### src/rtl/imem_loader_pkg.sv
// Shared types and constants for the boot-time instruction-memory loader.
// Optional build macro honoured by the loader: LOADER_CHECKSUM_EN.
package imem_loader_pkg;

  typedef enum logic [2:0] {
    LEN_HI,
    LEN_LO,
    DATA,
    CSUM,
    DONE,
    ERR
  } state_t;

  localparam int HDR_BYTES  = 2;
  localparam int WORD_BYTES = 4;

endpackage

### src/rtl/imem_loader_if.sv
// Byte-stream input and instruction-memory write port of the loader.
// master = host/stream side (drives bytes, observes writes), slave = loader.
interface imem_loader_if;
  logic        rx_valid;
  logic [7:0]  rx_data;
  logic        rx_ready;
  logic        wr_en;
  logic [31:0] wr_adr;
  logic [31:0] wr_word;

  modport master (
    output rx_valid, rx_data,
    input  rx_ready, wr_en, wr_adr, wr_word
  );

  modport slave (
    input  rx_valid, rx_data,
    output rx_ready, wr_en, wr_adr, wr_word
  );
endinterface

### src/rtl/imem_word_packer.sv
// Collects stream bytes MSB first into 32-bit words.
// complete/word_nxt are combinational so the loader can register the write
// on the same edge that accepts the last byte of a word.
module imem_word_packer
  import imem_loader_pkg::*;
(
  input  logic        clk,
  input  logic        rst,
  input  logic        clr,
  input  logic        byte_en,
  input  logic [7:0]  byte_in,
  output logic [31:0] word_nxt,
  output logic        complete
);

  localparam int BC_W = $clog2(WORD_BYTES);

  logic [23:0]     shreg;
  logic [BC_W-1:0] cnt;

  assign complete = byte_en && (cnt == BC_W'(WORD_BYTES - 1));
  assign word_nxt = {shreg, byte_in};

  // shift accepted bytes in and count position within the current word
  always_ff @(posedge clk or posedge rst) begin
    if (rst) begin
      shreg <= '0;
      cnt   <= '0;
    end else if (clr) begin
      shreg <= '0;
      cnt   <= '0;
    end else if (byte_en) begin
      shreg <= {shreg[15:0], byte_in};
      cnt   <= cnt + BC_W'(1);
    end
  end

endmodule

### src/rtl/imem_loader.sv
// Boot loader: length header + big-endian words -> instruction memory,
// holding the CPU in reset until the image is in place.
// Build macro LOADER_CHECKSUM_EN adds a trailing XOR checksum byte.
//
// state  | meaning
// LEN_HI | waiting for word-count high byte
// LEN_LO | waiting for word-count low byte; range check
// DATA   | assembling words, one write per 4 bytes
// CSUM   | waiting for trailing checksum byte
// DONE   | image loaded, CPU released
// ERR    | bad length or checksum, CPU held
module imem_loader
  import imem_loader_pkg::*;
#(
  parameter int DEPTH = 256,
  parameter int CNT_W = 16
)
(
  input  logic         clk,
  input  logic         rst,
  imem_loader_if.slave bus,
  input  logic         reload,
  output logic         cpu_hold,
  output logic         done,
  output logic         err
);

  localparam logic [CNT_W-1:0] DEPTH_C = CNT_W'(DEPTH);

`ifdef LOADER_CHECKSUM_EN
  localparam state_t END_ST = CSUM;
`else
  localparam state_t END_ST = DONE;
`endif

  state_t           state;
  logic             rx_ready_q;
  logic             wr_en_q;
  logic [31:0]      wr_adr_q;
  logic [31:0]      wr_word_q;
  logic [CNT_W-1:0] len_q;
  logic [CNT_W-1:0] wcnt_q;
  logic [7:0]       csum_q;

  logic             accept;
  logic             byte_en;
  logic             pk_clr;
  logic             pk_complete;
  logic [31:0]      pk_word;
  logic [CNT_W-1:0] len_rx;

  assign accept  = bus.rx_valid && rx_ready_q;
  assign byte_en = accept && (state == DATA);
  assign pk_clr  = reload && ((state == DONE) || (state == ERR));
  assign len_rx  = {len_q[CNT_W-1:8], bus.rx_data};

  assign bus.rx_ready = rx_ready_q;
  assign bus.wr_en    = wr_en_q;
  assign bus.wr_adr   = wr_adr_q;
  assign bus.wr_word  = wr_word_q;

  imem_word_packer u_packer (
    .clk      (clk),
    .rst      (rst),
    .clr      (pk_clr),
    .byte_en  (byte_en),
    .byte_in  (bus.rx_data),
    .word_nxt (pk_word),
    .complete (pk_complete)
  );

  // load sequencer; DONE/ERR flags settle one cycle after entering the state
  // so the release of cpu_hold follows the final write
  always_ff @(posedge clk or posedge rst) begin
    if (rst) begin
      state      <= LEN_HI;
      rx_ready_q <= 1'b1;
      wr_en_q    <= 1'b0;
      wr_adr_q   <= '0;
      wr_word_q  <= '0;
      cpu_hold   <= 1'b1;
      done       <= 1'b0;
      err        <= 1'b0;
      len_q      <= '0;
      wcnt_q     <= '0;
      csum_q     <= '0;
    end else begin
      wr_en_q <= 1'b0;
      case (state)
        LEN_HI: if (accept) begin
          len_q  <= {bus.rx_data, 8'h00};
          csum_q <= csum_q ^ bus.rx_data;
          state  <= LEN_LO;
        end
        LEN_LO: if (accept) begin
          len_q  <= len_rx;
          csum_q <= csum_q ^ bus.rx_data;
          if (len_rx == '0) begin
            state      <= END_ST;
            rx_ready_q <= (END_ST == CSUM);
          end else if (len_rx > DEPTH_C) begin
            state      <= ERR;
            rx_ready_q <= 1'b0;
          end else begin
            state <= DATA;
          end
        end
        DATA: if (accept) begin
          csum_q <= csum_q ^ bus.rx_data;
          if (pk_complete) begin
            wr_en_q   <= 1'b1;
            wr_word_q <= pk_word;
            wr_adr_q  <= 32'(wcnt_q) << 2;
            wcnt_q    <= wcnt_q + CNT_W'(1);
            if (wcnt_q == len_q - CNT_W'(1)) begin
              state      <= END_ST;
              rx_ready_q <= (END_ST == CSUM);
            end
          end
        end
        CSUM: if (accept) begin
          rx_ready_q <= 1'b0;
          state      <= (bus.rx_data == csum_q) ? DONE : ERR;
        end
        DONE, ERR: begin
          if (reload) begin
            state      <= LEN_HI;
            rx_ready_q <= 1'b1;
            cpu_hold   <= 1'b1;
            done       <= 1'b0;
            err        <= 1'b0;
            len_q      <= '0;
            wcnt_q     <= '0;
            csum_q     <= '0;
          end else begin
            rx_ready_q <= 1'b0;
            cpu_hold   <= (state == ERR);
            done       <= (state == DONE);
            err        <= (state == ERR);
          end
        end
        default: state <= LEN_HI;
      endcase
    end
  end

endmodule

### src/flat_wrapper.sv
// flat-port wrapper written by rule: the top's interface ports become plain ports
module imem_loader_flat import imem_loader_pkg::*;
#(
  parameter int DEPTH = 256,
  parameter int CNT_W = 16
)
  (clk, rst, reload, cpu_hold, done, err, bus_rx_valid, bus_rx_data, bus_rx_ready, bus_wr_en, bus_wr_adr, bus_wr_word);
  imem_loader_if bus_i ();
  input  logic clk;
  input  logic rst;
  input  logic reload;
  output logic cpu_hold;
  output logic done;
  output logic err;
  input wire logic [$bits(bus_i.rx_valid)-1:0] bus_rx_valid;
  input wire logic [$bits(bus_i.rx_data)-1:0] bus_rx_data;
  output wire logic [$bits(bus_i.rx_ready)-1:0] bus_rx_ready;
  output wire logic [$bits(bus_i.wr_en)-1:0] bus_wr_en;
  output wire logic [$bits(bus_i.wr_adr)-1:0] bus_wr_adr;
  output wire logic [$bits(bus_i.wr_word)-1:0] bus_wr_word;
  assign bus_i.rx_valid = bus_rx_valid;
  assign bus_i.rx_data = bus_rx_data;
  assign bus_rx_ready = bus_i.rx_ready;
  assign bus_wr_en = bus_i.wr_en;
  assign bus_wr_adr = bus_i.wr_adr;
  assign bus_wr_word = bus_i.wr_word;
  imem_loader #(.DEPTH(DEPTH), .CNT_W(CNT_W)) u_core (.clk(clk), .rst(rst), .bus(bus_i), .reload(reload), .cpu_hold(cpu_hold), .done(done), .err(err));
endmodule
### config.mk
export PLATFORM = sky130hd
export DESIGN_NAME = imem_loader_flat
export DESIGN_NICKNAME = d
export VERILOG_FILES = /design/src/rtl/imem_loader_pkg.sv /design/src/rtl/imem_loader_if.sv /design/src/rtl/imem_word_packer.sv /design/src/rtl/imem_loader.sv /design/src/flat_wrapper.sv
export SDC_FILE = /design/constraint.sdc
export NUM_CORES = 1
export LEC_CHECK = 0
export BUFFER_PORTS_ARGS = -buffer_cell sky130_fd_sc_hd__buf_2
export CAP_MARGIN = 10
export CORE_MARGIN = 4
export CORE_UTILIZATION = 58
export CTS_CLUSTER_DIAMETER = 120
export CTS_CLUSTER_SIZE = 40
export DETAILED_ROUTE_END_ITERATION = 8
export PLACE_DENSITY = 0.76
export SYNTH_ARGS = -nofsm -noshare
export SYNTH_HDL_FRONTEND = slang
export SYNTH_SLANG_ARGS = --single-unit
### constraint.sdc
create_clock -name clk -period 4.5 [get_ports clk]
set_input_delay 0.9 -clock clk [delete_from_list [all_inputs] [get_ports clk]]
set_output_delay 0.9 -clock clk [all_outputs]
set_load 0.01 [all_outputs]
# Word-level counts from Yosys, hierarchy flattened
# Index checks and enable logic that the tools add are counted.
# op_classes
div_mod_pow,0
n_reduce_logical,22
n_mul,0
n_addsub,3
n_bitwise,2
n_eq_ne,17
shift,0
mux,40
order_cmp,1
# op_table
op,n
16-bit two-way mux,4
24-bit two-way mux,2
16-bit case mux with 3 select lines,1
16-bit case mux with 2 select lines,1
3-bit two-way mux,9
8-bit two-way mux,3
"16-bit by 1-bit adder with 16-bit output, second input constant",1
16-bit equality test,1
"16-bit by 9-bit greater-than comparator with 1-bit output, second input constant",1
16-bit logical NOT,1
8-bit case mux with 2 select lines,1
"16-bit by 1-bit subtractor with 16-bit output, second input constant",1
1-bit two-way mux,15
3-bit case mux with 5 select lines,1
7-bit AND reduction,2
"2-bit by 1-bit != test with 1-bit output, second input constant",6
4-bit AND reduction,3
8-bit equality test,1
2-bit nonzero test,4
8-bit XOR,1
"3-bit by 2-bit equality test with 1-bit output, second input constant",2
"3-bit equality test, second input constant",2
3-bit AND reduction,2
1-bit logical AND,4
14 further kinds,16
# word_totals
ramBits,0
in_bits,12
out_inout_bits,69
latch_bits,0
reg_bits,122
mem_bits_ro,0
mem_count,0

# Logic depth before layout (Yosys ltp)
# depth
depth_word,6
depth_mapped,9
depth_no_buf,8

# Modules after synthesis
# A second synthesis with hierarchy kept.
# unflattened
cells_unflattened,543
area_unflattened_um2,5881.9
# modules_own_cells
mod,cells_per_inst,area_each_um2,n_inst,seq_area_each_um2
imem_loader,448,4723.3,1,2404.8
imem_word_packer,95,1158.6,1,650.6

# Least setup slack after synthesis
# Ideal clock, no wire load.
# synth_timing
path_type,input -> register
startpoint,input bus_rx_data[4]
endpoint,"register u_core.rx_ready_q, in the netlist u_core.bus.rx_ready"
path_stages,7
required_time_ns,4.440
slack_ns,1.960
setup_ns,0.060
arrival_ns,2.480
path_cell_list,buf_2 > nor4_1 > a21boi_0 > or4b_1 > a22oi_2 > o21ai_1 > o21ba_1
# synth_via
elab_chain_cells,4
word_cells_on_any_way,7
# synth_rtl
element,line_no,text
"start, declared",flat_wrapper.sv:16,input wire logic [$bits(bus_i.rx_data)-1:0] bus_rx_data;
branches (longest 4 deep; another with 16-bit by 9-bit greater-than comparator with 1-bit output),-,
"end signal, assigned",imem_loader.sv:100,rx_ready_q <= (END_ST == CSUM);
"end signal, assigned",imem_loader.sv:117,rx_ready_q <= (END_ST == CSUM);
"end, declared",imem_loader.sv:37,logic rx_ready_q;
# Parallel ways; which one is timed is not known. The select of a mux whose other input is x is not followed.
# A chain may end at the register's enable or synchronous reset.

# Final worst setup path
# layout_timing
startpoint,register u_core.len_q[0]
endpoint,register u_core.state[1]
# layout_via
elab_chain_cells,4
# layout_rtl
element,line_no,text
"start, declared",imem_loader.sv:41,logic [CNT_W-1:0] len_q;
"start signal, assigned",imem_loader.sv:91,"len_q <= {bus.rx_data, 8'h00};"
"start signal, assigned",imem_loader.sv:96,len_q <= len_rx;
16-bit by 1-bit subtractor with 16-bit output,imem_loader.sv:115,if (wcnt_q == len_q - CNT_W'(1)) begin
16-bit equality test,imem_loader.sv:115,
2-bit != test (no line),-,
7-bit AND reduction (no line),-,
"end signal, assigned",imem_loader.sv:123,state <= (bus.rx_data == csum_q) ? DONE : ERR;
"end, declared",imem_loader.sv:36,state_t state;
# Every way passes these cells.

==> qor.yml <==
clock_path_buffers: 2
cts_resized: 0
tns_ns: 0
synthArstFlopShare: 1.00
antenna_found_initial: 0
hp-class: "reg2reg"
place_area_um2: 6210
place_inst: 728
reg2reg_slack_ns: 1.67
cts_root_buf: "clkbuf_8"
cp-endpoint: "u_core.state[1]"
numCtsBuffers: 17
area_growth_pct: 15.1
setup_violations: 0
cp_slowest_cell: "or4b_2"
path_cells: "inv_1 -> ha_1 -> or4b_2 -> nor4_4 -> xnor2_1 -> nor4_1 -> nand4_1 -> a31o_2"
fin_nets: 629
finalCriticalPeriod_ns: 2.83
die_w_um: 109
synth_largest_area_cell: "dfrtp_1"
synth_seq_area_share: 0.518
slew_headroom: 0.304
gp_congestion: 0.972
worst-path-stages: 8
switching_share: 0.241
tightest_slew_ns: 1.04
grt_max_degree: 72
diodes: 0
grt_pass1_wl_um: 22300
wl_per_cell_um: 17.7
synth.top_cell.area_share: 0.510
rr_startpoint: "u_core.len_q[0]"
final-hold-violation-count: 0
clkTransAtPathRegs_ns: 0.06
wl_um: 13400
crit_path_start: "u_core.len_q[0]"
syn_avg_cell_area_um2: 10.5
drv_slew: 0
start_util: 0.600
num_rows: 36
track_usage: 0.242
overflow: 0
final_area_um2: 6790
fin_crit_sh: 0.629
cts_sinks: 122
ys_warn_count: 0
p_int_uw: 1870
final_util: 0.691
vdd_drop_max_uv: 227
die_area_um2: 11800
fin_skew_ns: 0.00621
core_area_um2: 9820
clkLatencyLatePin_ns: 0.51
cts_max_level: 4
firstDrtPassIters: 5
worstPathArrival_ns: 3.23
r2r-end: "u_core.state[1]"
crit_path_max_fanout: 6
synthCells: 561
pin_count: 81
grt_pass1_vias: 4410
final_cell_count_no_fill: 760
netlist_area_um2: 5890
cp_num_buf_inv: 1
first_iter_violations: 350
status: "finished, final reports clean"
cts_hold_buf: 0
pwr-share-seq: 0.448
postCtsSetupRepairBufs: 0
ff2ff_path_depth: 8
pwr-share-comb: 0.024
dp_hpwl_um: 8700
drive_above_1_share: 0.279
p_clk_frac: 0.528
p_sw_uw: 592
max_stage_delay_ns: 0.73
end_kind: "register"
crit_family: "simple AND/OR/NAND/NOR gates"
drc_errors: 0
post-synth-top-count-cell: "dfrtp_1"
synth.distinct_cells: 58
p_leak_uw: 0.00349
num_vias: 4449
via_per_inst: 5.85
synth_seq_cells: 122
rsz0062_at_grt: "no"
drv_cap: 0
antenna_left: 0
timing.fmax_mhz: 354
crit_required_ns: 4.90
synth_area_leaders: "dfrtp_1 (51%), mux2_2 (9.2%), nand2_1 (4.1%)"
port_buffers: 64
cts_tree: "done"
criticalPathCategory: "reg2reg"
yosys-top-cells-count: "dfrtp_1 (120), nand2_1 (65), mux2_2 (48)"
fillers: 746
cp-start-kind: "register"
cellPowerDensity_nw_per_um2: 362
synth_ff_type: "dfrtp_1"
synth_edf_count: 0
dieHeight_um: 109
hold_depth: 1
-- how the worst min path moves through the flow --
| stage | start | endpoint |
|---|---|---|
| 2_1_floorplan | u_core.u_packer.shreg[16] | u_core.bus.wr_word[24] |
| 3_3_place_gp | u_core.done | u_core.done |
| 3_5_place_dp | u_core.err | u_core.err |
| 4_1_cts | u_core.done | u_core.done |
| 5_1_grt | u_core.err | u_core.err |
| 6_report | u_core.done | u_core.done |
-- power by group through the flow --
stage | combinational, uW | sequential (uW) | clock (uW)
after CTS | 60.2 | 1100 | 1310
after floorplan | 48.8 | 1120 | 0
after detailed placement | 59.9 | 1120 | 0
after global placement | 58.5 | 1120 | 0
final | 59.5 | 1100 | 1300
after global routing | 68.1 | 1100 | 1370
-- per-stage QoR --
stage               power [uW]  worst slack [ns]  hold slack [ns]
global placement          1180              1.47            0.454
finish                    2460              1.67            0.475
CTS                       2470              1.72            0.482
global route              2530              1.56            0.496
detailed placement        1180              1.38            0.465
floorplan                 1170             0.361            0.479
-- worst register-to-register path: cells and delay by family, from the launching register on --
kind | cells | cell delay [ns]
AND/OR/NAND/NOR | 4 | 1.54
flip-flops | 1 | 0.46
AO/OA/AOI/OAI | 1 | 0.31
adder cells (fa/ha/maj) | 1 | 0.19
XOR/XNOR | 1 | 0.12
buffers and inverters | 1 | 0.10
-- cells by family after synthesis --
logic type | after synthesis | synth area share
DFF | 122 | 0.518
AOI/OAI and AO/OA | 94 | 0.104
other | 1 | 0.000636
buffers and inverters | 57 | 0.0512
adders and majority gates | 3 | 0.00637
xor gates and xnor gates | 38 | 0.0588
muxes | 49 | 0.0934
and+or+nand+nor | 197 | 0.167
-- cells in the final DEF, fill, tap and decap left out, types with 4 or more instances in the layout --
| cell | synthesis | final |
|---|---|---|
| nand3_1 | 11 | 11 |
| clkinv_4 | 0 | 5 |
| or3_1 | 6 | 5 |
| a31o_2 | 9 | 9 |
| nand2_1 | 65 | 65 |
| a21oi_1 | 31 | 31 |
| nand2b_1 | 14 | 14 |
| inv_1 | 7 | 6 |
| o21ai_0 | 25 | 25 |
| xor2_1 | 18 | 18 |
| dfrtp_1 | 120 | 120 |
| mux2_2 | 48 | 48 |
| nor2_1 | 44 | 43 |
| a22o_1 | 8 | 8 |
| conb_1 | 1 | 16 |
| inv_8 | 0 | 4 |
| clkbuf_16 | 0 | 16 |
| buf_2 | 7 | 64 |
| nor3_1 | 8 | 8 |
| nand4_1 | 5 | 5 |
| nor2b_1 | 14 | 14 |
| xnor2_1 | 19 | 19 |
| or2_2 | 6 | 6 |
-- per-layer routing --
metal	vias to the layer above	GRT usage	routed length, um
li1	2020	-	-
met2	188	0.397	6680
met4	0	0.0775	252
met3	28	0.0527	816
met5	-	0	0
met1	2213	0.324	5680
-- final cells by class --
| class | count | area, um^2 | area share |
|---|---|---|---|
| clock buffer | 17 | 414 | 0.0610 |
| clock inverter | 15 | 158 | 0.0232 |
| inverter | 8 | 32.5 | 0.00479 |
| multi-input combinational | 397 | 2600 | 0.383 |
| sequential | 122 | 3060 | 0.450 |
| tap | 133 | 166 | 0.0245 |
| timing repair buffer | 68 | 363 | 0.0535 |
-- registers in the layout, summed over array words and instances (netlist names) --
name	cells
u_core.cpu_hold	1
u_core.bus.wr_adr	16
u_core.u_packer.shreg	24
u_core.bus.rx_ready	1
u_core.len_q	16
u_core.done	1
u_core.bus.wr_word	32
u_core.u_packer.cnt	2
u_core.state	3
u_core.wcnt_q	16
u_core.err	1
u_core.csum_q	8
u_core.bus.wr_en	1
(Power assumes the default switching activity.)
